===== src/rtl/note_entry_buffer.sv =====
// Note-entry front end: synchronizes and debounces the confirm/end-of-word buttons,
// captures the note switches on each press and queues tokens for the classifier.
module note_entry_buffer #(
  parameter int DEBOUNCE_CYCLES = 4,
  parameter int DEPTH           = 4
) (
  input  logic       clk,
  input  logic       Reset,
  input  logic [2:0] Sw_nota,
  input  logic       Sw_tom,
  input  logic       Btn_confirm,
  input  logic       Btn_fim,
  input  logic       Ack,
  output logic [2:0] Nota,
  output logic       Tom,
  output logic       Ready,
  output logic [3:0] Count,
  output logic       Full,
  output logic       Overflow
);

  localparam int AW = $clog2(DEPTH);
  localparam int CW = $clog2(DEBOUNCE_CYCLES);
  localparam logic [CW-1:0] CNT_MAX = CW'(DEBOUNCE_CYCLES - 1);
  localparam logic [3:0]    DEPTH_C = 4'(DEPTH);

  // Button index 0 is confirm, index 1 is end-of-word; tokens are {tom, nota}.
  logic [3:0]    sw_s1_q, sw_s1_d, sw_s2_q, sw_s2_d;
  logic [1:0]    btn_s1_q, btn_s1_d, btn_s2_q, btn_s2_d;
  logic [1:0]    deb_q, deb_d, deb_prev_q, deb_prev_d;
  logic [CW-1:0] cnt_q [2];
  logic [CW-1:0] cnt_d [2];
  logic [3:0]    mem_q [DEPTH];
  logic [3:0]    mem_d [DEPTH];
  logic [AW-1:0] wr_ptr_q, wr_ptr_d, rd_ptr_q, rd_ptr_d;
  logic [3:0]    count_q, count_d;
  logic          ready_q, ready_d, full_q, full_d, ovf_q, ovf_d;
  logic [3:0]    head_q, head_d;

  logic [1:0]    press_s;
  logic          push_req_s, push_s, pop_s;
  logic [3:0]    token_s;

  // Synchronizers and per-button debounce counters.
  always_comb begin
    sw_s1_d    = {Sw_tom, Sw_nota};
    sw_s2_d    = sw_s1_q;
    btn_s1_d   = {Btn_fim, Btn_confirm};
    btn_s2_d   = btn_s1_q;
    deb_d      = deb_q;
    deb_prev_d = deb_q;
    cnt_d      = cnt_q;
    for (int i = 0; i < 2; i++) begin
      if (btn_s2_q[i] == deb_q[i]) begin
        cnt_d[i] = {CW{1'b0}};
      end else if (cnt_q[i] == CNT_MAX) begin
        deb_d[i] = btn_s2_q[i];
        cnt_d[i] = {CW{1'b0}};
      end else begin
        cnt_d[i] = cnt_q[i] + CW'(1);
      end
    end
  end

  // Press events, FIFO bookkeeping and the registered head token.
  always_comb begin
    press_s    = deb_q & ~deb_prev_q;
    push_req_s = press_s[0] | press_s[1];
    // End-of-word wins a tie, so a coincident confirm is simply absorbed.
    token_s    = press_s[1] ? 4'b0000 : sw_s2_q;
    pop_s      = ready_q & Ack;
    push_s     = push_req_s & ((count_q != DEPTH_C) | pop_s);
    mem_d      = mem_q;
    if (push_s) begin
      mem_d[wr_ptr_q] = token_s;
    end else begin
      mem_d = mem_q;
    end
    wr_ptr_d = push_s ? wr_ptr_q + AW'(1) : wr_ptr_q;
    rd_ptr_d = pop_s  ? rd_ptr_q + AW'(1) : rd_ptr_q;
    case ({push_s, pop_s})
      2'b10:   count_d = count_q + 4'd1;
      2'b01:   count_d = count_q - 4'd1;
      default: count_d = count_q;
    endcase
    ready_d = (count_d != 4'd0);
    full_d  = (count_d == DEPTH_C);
    ovf_d   = ovf_q | (push_req_s & ~push_s);
    // The new head may be the token being written this very edge.
    if (count_d == 4'd0) begin
      head_d = head_q;
    end else if (push_s && (wr_ptr_q == rd_ptr_d)) begin
      head_d = token_s;
    end else begin
      head_d = mem_q[rd_ptr_d];
    end
  end

  // All state, cleared asynchronously.
  always_ff @(posedge clk or negedge Reset) begin
    if (!Reset) begin
      sw_s1_q    <= 4'b0000;
      sw_s2_q    <= 4'b0000;
      btn_s1_q   <= 2'b00;
      btn_s2_q   <= 2'b00;
      deb_q      <= 2'b00;
      deb_prev_q <= 2'b00;
      cnt_q      <= '{default: {CW{1'b0}}};
      mem_q      <= '{default: 4'b0000};
      wr_ptr_q   <= {AW{1'b0}};
      rd_ptr_q   <= {AW{1'b0}};
      count_q    <= 4'd0;
      ready_q    <= 1'b0;
      full_q     <= 1'b0;
      ovf_q      <= 1'b0;
      head_q     <= 4'b0000;
    end else begin
      sw_s1_q    <= sw_s1_d;
      sw_s2_q    <= sw_s2_d;
      btn_s1_q   <= btn_s1_d;
      btn_s2_q   <= btn_s2_d;
      deb_q      <= deb_d;
      deb_prev_q <= deb_prev_d;
      cnt_q      <= cnt_d;
      mem_q      <= mem_d;
      wr_ptr_q   <= wr_ptr_d;
      rd_ptr_q   <= rd_ptr_d;
      count_q    <= count_d;
      ready_q    <= ready_d;
      full_q     <= full_d;
      ovf_q      <= ovf_d;
      head_q     <= head_d;
    end
  end

  assign Nota     = head_q[2:0];
  assign Tom      = head_q[3];
  assign Ready    = ready_q;
  assign Count    = count_q;
  assign Full     = full_q;
  assign Overflow = ovf_q;

endmodule


===== config.mk =====
export PLATFORM = sky130hd
export DESIGN_NAME = note_entry_buffer
export DESIGN_NICKNAME = d
export VERILOG_FILES = /design/src/rtl/note_entry_buffer.sv
export SDC_FILE = /design/constraint.sdc
export NUM_CORES = 1
export LEC_CHECK = 0
export BUFFER_PORTS_ARGS = -buffer_cell sky130_fd_sc_hd__buf_2
export CAP_MARGIN = 15
export CELL_PAD_IN_SITES_DETAIL_PLACEMENT = 0
export CELL_PAD_IN_SITES_GLOBAL_PLACEMENT = 1
export CORE_UTILIZATION = 25
export CTS_CLUSTER_SIZE = 12
export DETAILED_ROUTE_END_ITERATION = 6
export PLACE_DENSITY_LB_ADDON = 0.1
export SLEW_MARGIN = 0
export SYNTH_ARGS = -nofsm -noshare
export SYNTH_HDL_FRONTEND = slang
export SYNTH_SLANG_ARGS = --single-unit

===== constraint.sdc =====
create_clock -name clk -period 3.52 [get_ports clk]
set_clock_uncertainty 0.1 [all_clocks]
set_input_delay 0.704 -clock clk [delete_from_list [all_inputs] [get_ports clk]]
set_output_delay 0.704 -clock clk [all_outputs]
set_load 0.005 [all_outputs]

==> impl_metrics.toml, run 1 <==
[yosys]
synth_area_um2 = 2240
async_flop_share_pct = 100
synth-seq-cells = 51
syn_nets = 208
yosys.area.top_type = "dfrtp_1"
ys_types = 33
synth_top_area_share_pct = 57.0
ys_top_cells_by_area = "dfrtp_1 57%, mux2i_1 6.3%, o21ai_0 4.9%, nand2_1 4.9%, ha_1 4.5%"
synth_edf_count = 0
synth_flop_cell = "dfrtp_1"
netlist_instances = 190
ys_seq_area_share_pct = 57.0
ys_warn_count = 0
avgSynthCellArea_um2 = 11.8

[clock_network]
cts_tree = "built"
cts.path.max_buffers = 2
cts_resized = 0
cts_setup_buffers = 0
clkSinkCount = 51
htree_levels = 2
cts_made_buffers = 5
insertion_delay_ns = 0.31
holdBufCountCts = 0
path_clk_slew_ns = 0.11
root_buffer = "clkbuf_8"

[pwr]
intPower_mw = 1.41
power_switching_share_pct = 39.9
p_sw_mw = 0.934
p_seq_share_pct = 40.8
powerDensity_nw_per_um2 = 913
p_leak_nw = 1.21
power_frac_clock_pct = 15.7
p_comb_share_pct = 43.4
ir_worst_vdd_mv = 0.222
power.total_mw = 2.34

[floorplan]
start_util_pct = 25.8
io_pins = 20
coreArea_um2 = 8680
floorplan.rows = 34
die_y_um = 96.6
die_w_um = 96.6
dieArea_um2 = 9330

[sta]
finalHoldViolCount = 0
period_share_pct = 83.4
max_freq_mhz = 341
layout_setup_ws_ns = 0.583
min_period_ns = 2.94
fin_hold_ws_ns = 0.259
setup_viol = 0
tns_ns = 0
rsz0062_at_grt = "false"
slew_violations = 0
worst_pin_slew_ns = 0.826
maxSlewHeadroom_pct = 44.9

[grt]
grt_pass1_vias = 1461
busiest_layer = "met2"
overflow = 0
antenna_found_initial = 0
use_met3_pct = 2.43
met1_usage_pct = 13.9
grt_pass1_wl_mm = 7.43
grt_max_degree = 38
grt_util_all_layers_pct = 10.9
use_met2_pct = 18.2

[critical_path]
worstSetupStartpointType = "flop"
worstSetupEndpointType = "flop"
path_class = "reg -> reg"
worstPathRequired_ns = 3.62
path_max_fanout = 5
critPathArrivalTime_ns = 3.04

[final_layout]
multi_input_area_um2 = 912
finalInstanceArea_um2 = 2570
final_cells = 324
num-fill-cells = 952
final_cell_mix = "51 x dfrtp_1, 29 x nand2_1, 22 x o21ai_0"
areaGrowthSynthToFinish_pct = 14.8
num_antenna_cells = 0
drive_above_1_share_pct = 19.4
regArea_um2 = 1280
layout_commonest_cell = "dfrtp_1"
final_util_pct = 29.6
final_nets = 233

[routing]
routedWlPerCell_um = 14.0
ant_nets = 0
wl_mm = 4.54
vias_per_cell = 4.39
drc = 0
via_count = 1421
first_iter_violations = 33
first_pass_iters = 4

[status]
status = "completed"

[placed_design]
placed_area_um2 = 2470
dp_hpwl_mm = 3.33
placedCellCount = 316
dpl_worst_slack_ns = 0.433
gp_congestion = 0.734
port_buffers = 19

[min_path]
hold_path.class = "reg -> reg"

[run]
cap_viol_max_count = 0
## cell usage after synthesis (2+ instances only)
cell / number
a22oi_1: 4
and3_1: 2
buf_2: 3
dfrtp_1: 51
ha_1: 8
inv_1: 7
mux2_1: 4
mux2_2: 6
mux2i_1: 14
nand2_1: 29
nand2b_1: 2
nor2_1: 4
nor2b_1: 6
nor3_1: 2
o21ai_0: 22
xnor2_1: 7
xor2_1: 3
## layout make-up
type                       instances  share of cell area, %
sequential                        51                   49.7
multi-input combinational        127                   35.5
tap                              108                   5.26
timing repair buffer              22                   4.58
clock buffer                       5                   2.68
inverter                           8                   1.17
clock inverter                     3                   1.07
## kinds of logic (layout without fill, tap and decap cells)
group / Yosys count / in the layout / share of synthesized area [%]
xor gates and xnor gates: 10 / 10 / 3.92
adders and majority gates: 9 / 9 / 5.37
buffers and inverters: 12 / 38 / 2.18
muxes: 24 / 24 / 11.3
AOI/OAI and AO/OA: 34 / 34 / 9.06
and+or+nand+nor: 50 / 50 / 11.1
DFF: 51 / 51 / 57.0
## path summary, 6_finish.rpt
| path | startpoint | end | slack [ns] | cells after the start |
|---|---|---|---|---|
| max in group asynchronous | Reset | mem_q[7]$_DFFE_PN0P_ | 2.21 | 2 |
| min in group asynchronous | Reset | sw_s1_q[3]$_DFF_PN0_ | 0.38 | 1 |
| hold reg to reg | sw_s1_q[2]$_DFF_PN0_ | sw_s2_q[2]$_DFF_PN0_ | 0.26 | 0 |
| setup / recovery | deb_prev_d[1]$_DFFE_PN0P_ | head_q[0]$_DFFE_PN0P_ | 0.58 | 11 |
| setup reg to reg | deb_prev_d[1]$_DFFE_PN0P_ | head_q[0]$_DFFE_PN0P_ | 0.58 | 11 |
| hold / removal | sw_s1_q[2]$_DFF_PN0_ | sw_s2_q[2]$_DFF_PN0_ | 0.26 | 0 |
## critical path: stages, from the launching register on
cell and delay (ns):
dfrtp_1 0.44, nor2b_1 0.16, nor2_2 0.22, nand2_1 0.15, inv_2 0.11, ha_1 0.23, a21o_1 0.17, a21oi_1 0.16
mux2i_1 0.24, xor2_1 0.28, nand3_2 0.21, mux2_1 0.35
## power by group through the flow
stage / logic [mW] / clock network (mW) / registers (mW)
2_1_floorplan: 0.766 / 0 / 0.937
3_3_place_gp: 1.01 / 0 / 0.963
3_5_place_dp: 1.03 / 0 / 0.973
4_1_cts: 1.04 / 0.387 / 0.960
5_1_grt: 1.15 / 0.405 / 0.993
6_report: 1.02 / 0.368 / 0.957
## per-layer routing
metal  vias to the layer above  part of all wire, %
met5                         -                    0
met4                         0                  1.1
met3                         5                  2.7
met2                        15                   49
met1                       709                   48
li1                        692                    -
## sequential cells by signal (all words and copies together), names as in the netlist
name and flops:
btn_s2_q 2, Overflow 1, deb_prev_q 2, head_q 4
sw_s2_q 4, Count 4, rd_ptr_q 2, btn_s1_q 2
sw_s1_q 4, mem_q 16, cnt_q 4, wr_ptr_q 2
deb_prev_d 2, Ready 1, Full 1
(Power assumes the default switching activity.)
==> run 2, diff against run 1 <==
Clock period 3.52 ns to 3.1 ns, I/O delays scaled along.
==> impl_metrics.toml, run 2 (synthesized netlist as in run 1, its figures left out) <==
[status]
status = "completed"

[grt]
grt_pass1_wl_mm = 7.89
grt_util_all_layers_pct = 11.4
antenna_found_initial = 0
grt_pass1_vias = 1512
grt_max_degree = 30
overflow = 0

[pwr]
p_sw_mw = 1.05
p_comb_share_pct = 44.8
ir_worst_vdd_mv = 0.273
powerDensity_nw_per_um2 = 1040
intPower_mw = 1.66
p_seq_share_pct = 40.3
power_switching_share_pct = 38.7
p_leak_nw = 1.23
power_frac_clock_pct = 14.8

[sta]
worst_pin_slew_ns = 0.520
max_freq_mhz = 350
layout_setup_ws_ns = 0.246
period_share_pct = 92.1
setup_viol = 0
min_period_ns = 2.85
finalHoldViolCount = 0
slew_violations = 0
maxSlewHeadroom_pct = 65.4

[floorplan]
die_y_um = 96.6
floorplan.rows = 34
io_pins = 20
start_util_pct = 25.8
coreArea_um2 = 8680
dieArea_um2 = 9330
die_w_um = 96.6

[routing]
routedWlPerCell_um = 14.1
first_pass_iters = 4
drc = 0
first_iter_violations = 49
wl_mm = 4.63
ant_nets = 0
via_count = 1417
vias_per_cell = 4.33

[critical_path]
path_class = "reg -> reg"
path_cells = "nor2b_1 > nor2_2 > nand2_1 > inv_2 > ha_1 > a21o_1 > a21oi_1 > mux2i_1 > xor2_1 > nand3_2 > mux2_1"
worstSetupEndpointType = "flop"
worstSetupStartpointType = "flop"
crit_slowest_cell = "dfrtp_1"
path_max_fanout = 5
critPathArrivalTime_ns = 2.94
slowest_delay_ns = 0.43
worstPathRequired_ns = 3.18

[final_layout]
largest_reg_flops = 16
final_util_pct = 29.8
final_cell_mix = "51 x dfrtp_1, 29 x nand2_1, 22 x o21ai_0"
regMostFlops = "mem_q"
final_nets = 236
num-fill-cells = 924
drive_above_1_share_pct = 20.1
num_antenna_cells = 0
areaGrowthSynthToFinish_pct = 15.7
layout_commonest_cell = "dfrtp_1"
finalInstanceArea_um2 = 2590

[placed_design]
dpl_worst_slack_ns = 0.0992
placed_area_um2 = 2470
gp_congestion = 0.792
dp_hpwl_mm = 3.41
port_buffers = 19

[clock_network]
cts.path.max_buffers = 2
clkSinkCount = 51
root_buffer = "clkbuf_8"
cts_tree = "built"
cts_made_buffers = 5
path_clk_slew_ns = 0.09
holdBufCountCts = 0
htree_levels = 2
insertion_delay_ns = 0.29

[min_path]
hold_path.class = "in -> async"

[run]
cap_viol_max_count = 0
==> run 2: cell types whose count changed in the layout (fill, tap and decap cells not counted) <==
cell,change
clkbuf_1,+1
buf_4,+3
inv_8,-1
clkbuf_8,+1
clkinvlp_4,-1
clkinv_4,+1
inv_6,-1
==> run 2: final timing paths <==
path / cells after the start / endpoint / slack, ns / from
worst max-delay path: 11 / head_q[1]$_DFFE_PN0P_ / 0.25 / deb_prev_d[0]$_DFFE_PN0P_
worst min-delay path: 1 / sw_s1_q[3]$_DFF_PN0_ / 0.19 / Reset
worst max register to register: 11 / head_q[1]$_DFFE_PN0P_ / 0.25 / deb_prev_d[0]$_DFFE_PN0P_
worst min register to register: 0 / sw_s2_q[1]$_DFF_PN0_ / 0.26 / sw_s1_q[1]$_DFF_PN0_
max in group asynchronous: 2 / Count[1]$_DFF_PN0_ / 1.94 / Reset
min in group clk: 0 / sw_s2_q[1]$_DFF_PN0_ / 0.26 / sw_s1_q[1]$_DFF_PN0_
==> run 2: per-layer routing <==
| layer | track usage [%] | part of all wire, % | vias to the layer above |
|---|---|---|---|
| met5 | 0 | 0 | - |
| met4 | 3.68 | 0.76 | 0 |
| met3 | 2.11 | 2.1 | 2 |
| met2 | 18.4 | 49 | 12 |
| met1 | 15.4 | 49 | 706 |
| li1 | - | - | 697 |
==> run 2: stage by stage <==
step / power, mW / setup TNS [ns] / cells / hold slack, ns
final: 2.70 / 0 / 327 / 0.186
after global routing: 2.97 / -0.00160 / 327 / 0.219
after CTS: 2.71 / 0 / 324 / 0.196
after detailed placement: 2.29 / 0 / 316 / 0.236
after global placement: 2.24 / 0 / 316 / 0.233
after floorplan: 1.93 / 0 / 190 / 0.224
==> run 2: final cells by class <==
cell class	count	area, um2	area share (%)
clock inverters	1	8.76	0.338
inverters	8	30.0	1.16
flip-flops and latches	51	1280	49.3
multi-input cells	127	912	35.2
repair buffers	25	140	5.41
clock buffers	7	86.3	3.33
well taps	108	135	5.22
==> run 2: worst max-delay path, delay by kind of cell, from the launching register on <==
kind / cells / cell delay (ns)
multiplexers: 2 / 0.60
XOR/XNOR: 1 / 0.29
AND/OR/NAND/NOR: 4 / 0.64
adder cells (fa/ha/maj): 1 / 0.23
flip-flops: 1 / 0.43
buffers and inverters: 1 / 0.10
AO/OA/AOI/OAI: 2 / 0.35
==> run 2: what timing repair did <==
action,4_1_cts,5_1_grt
setup endpoints to repair,0,4
setup buffers,0,3
resized for setup,0,0
==> run 2: power by group through the flow <==
stage,logic (mW),registers [mW],clock network [mW]
floorplan,0.870,1.06,0
detailed placement,1.18,1.11,0
global route,1.39,1.13,0.445
finish,1.21,1.09,0.400
CTS,1.19,1.10,0.426
global placement,1.15,1.10,0
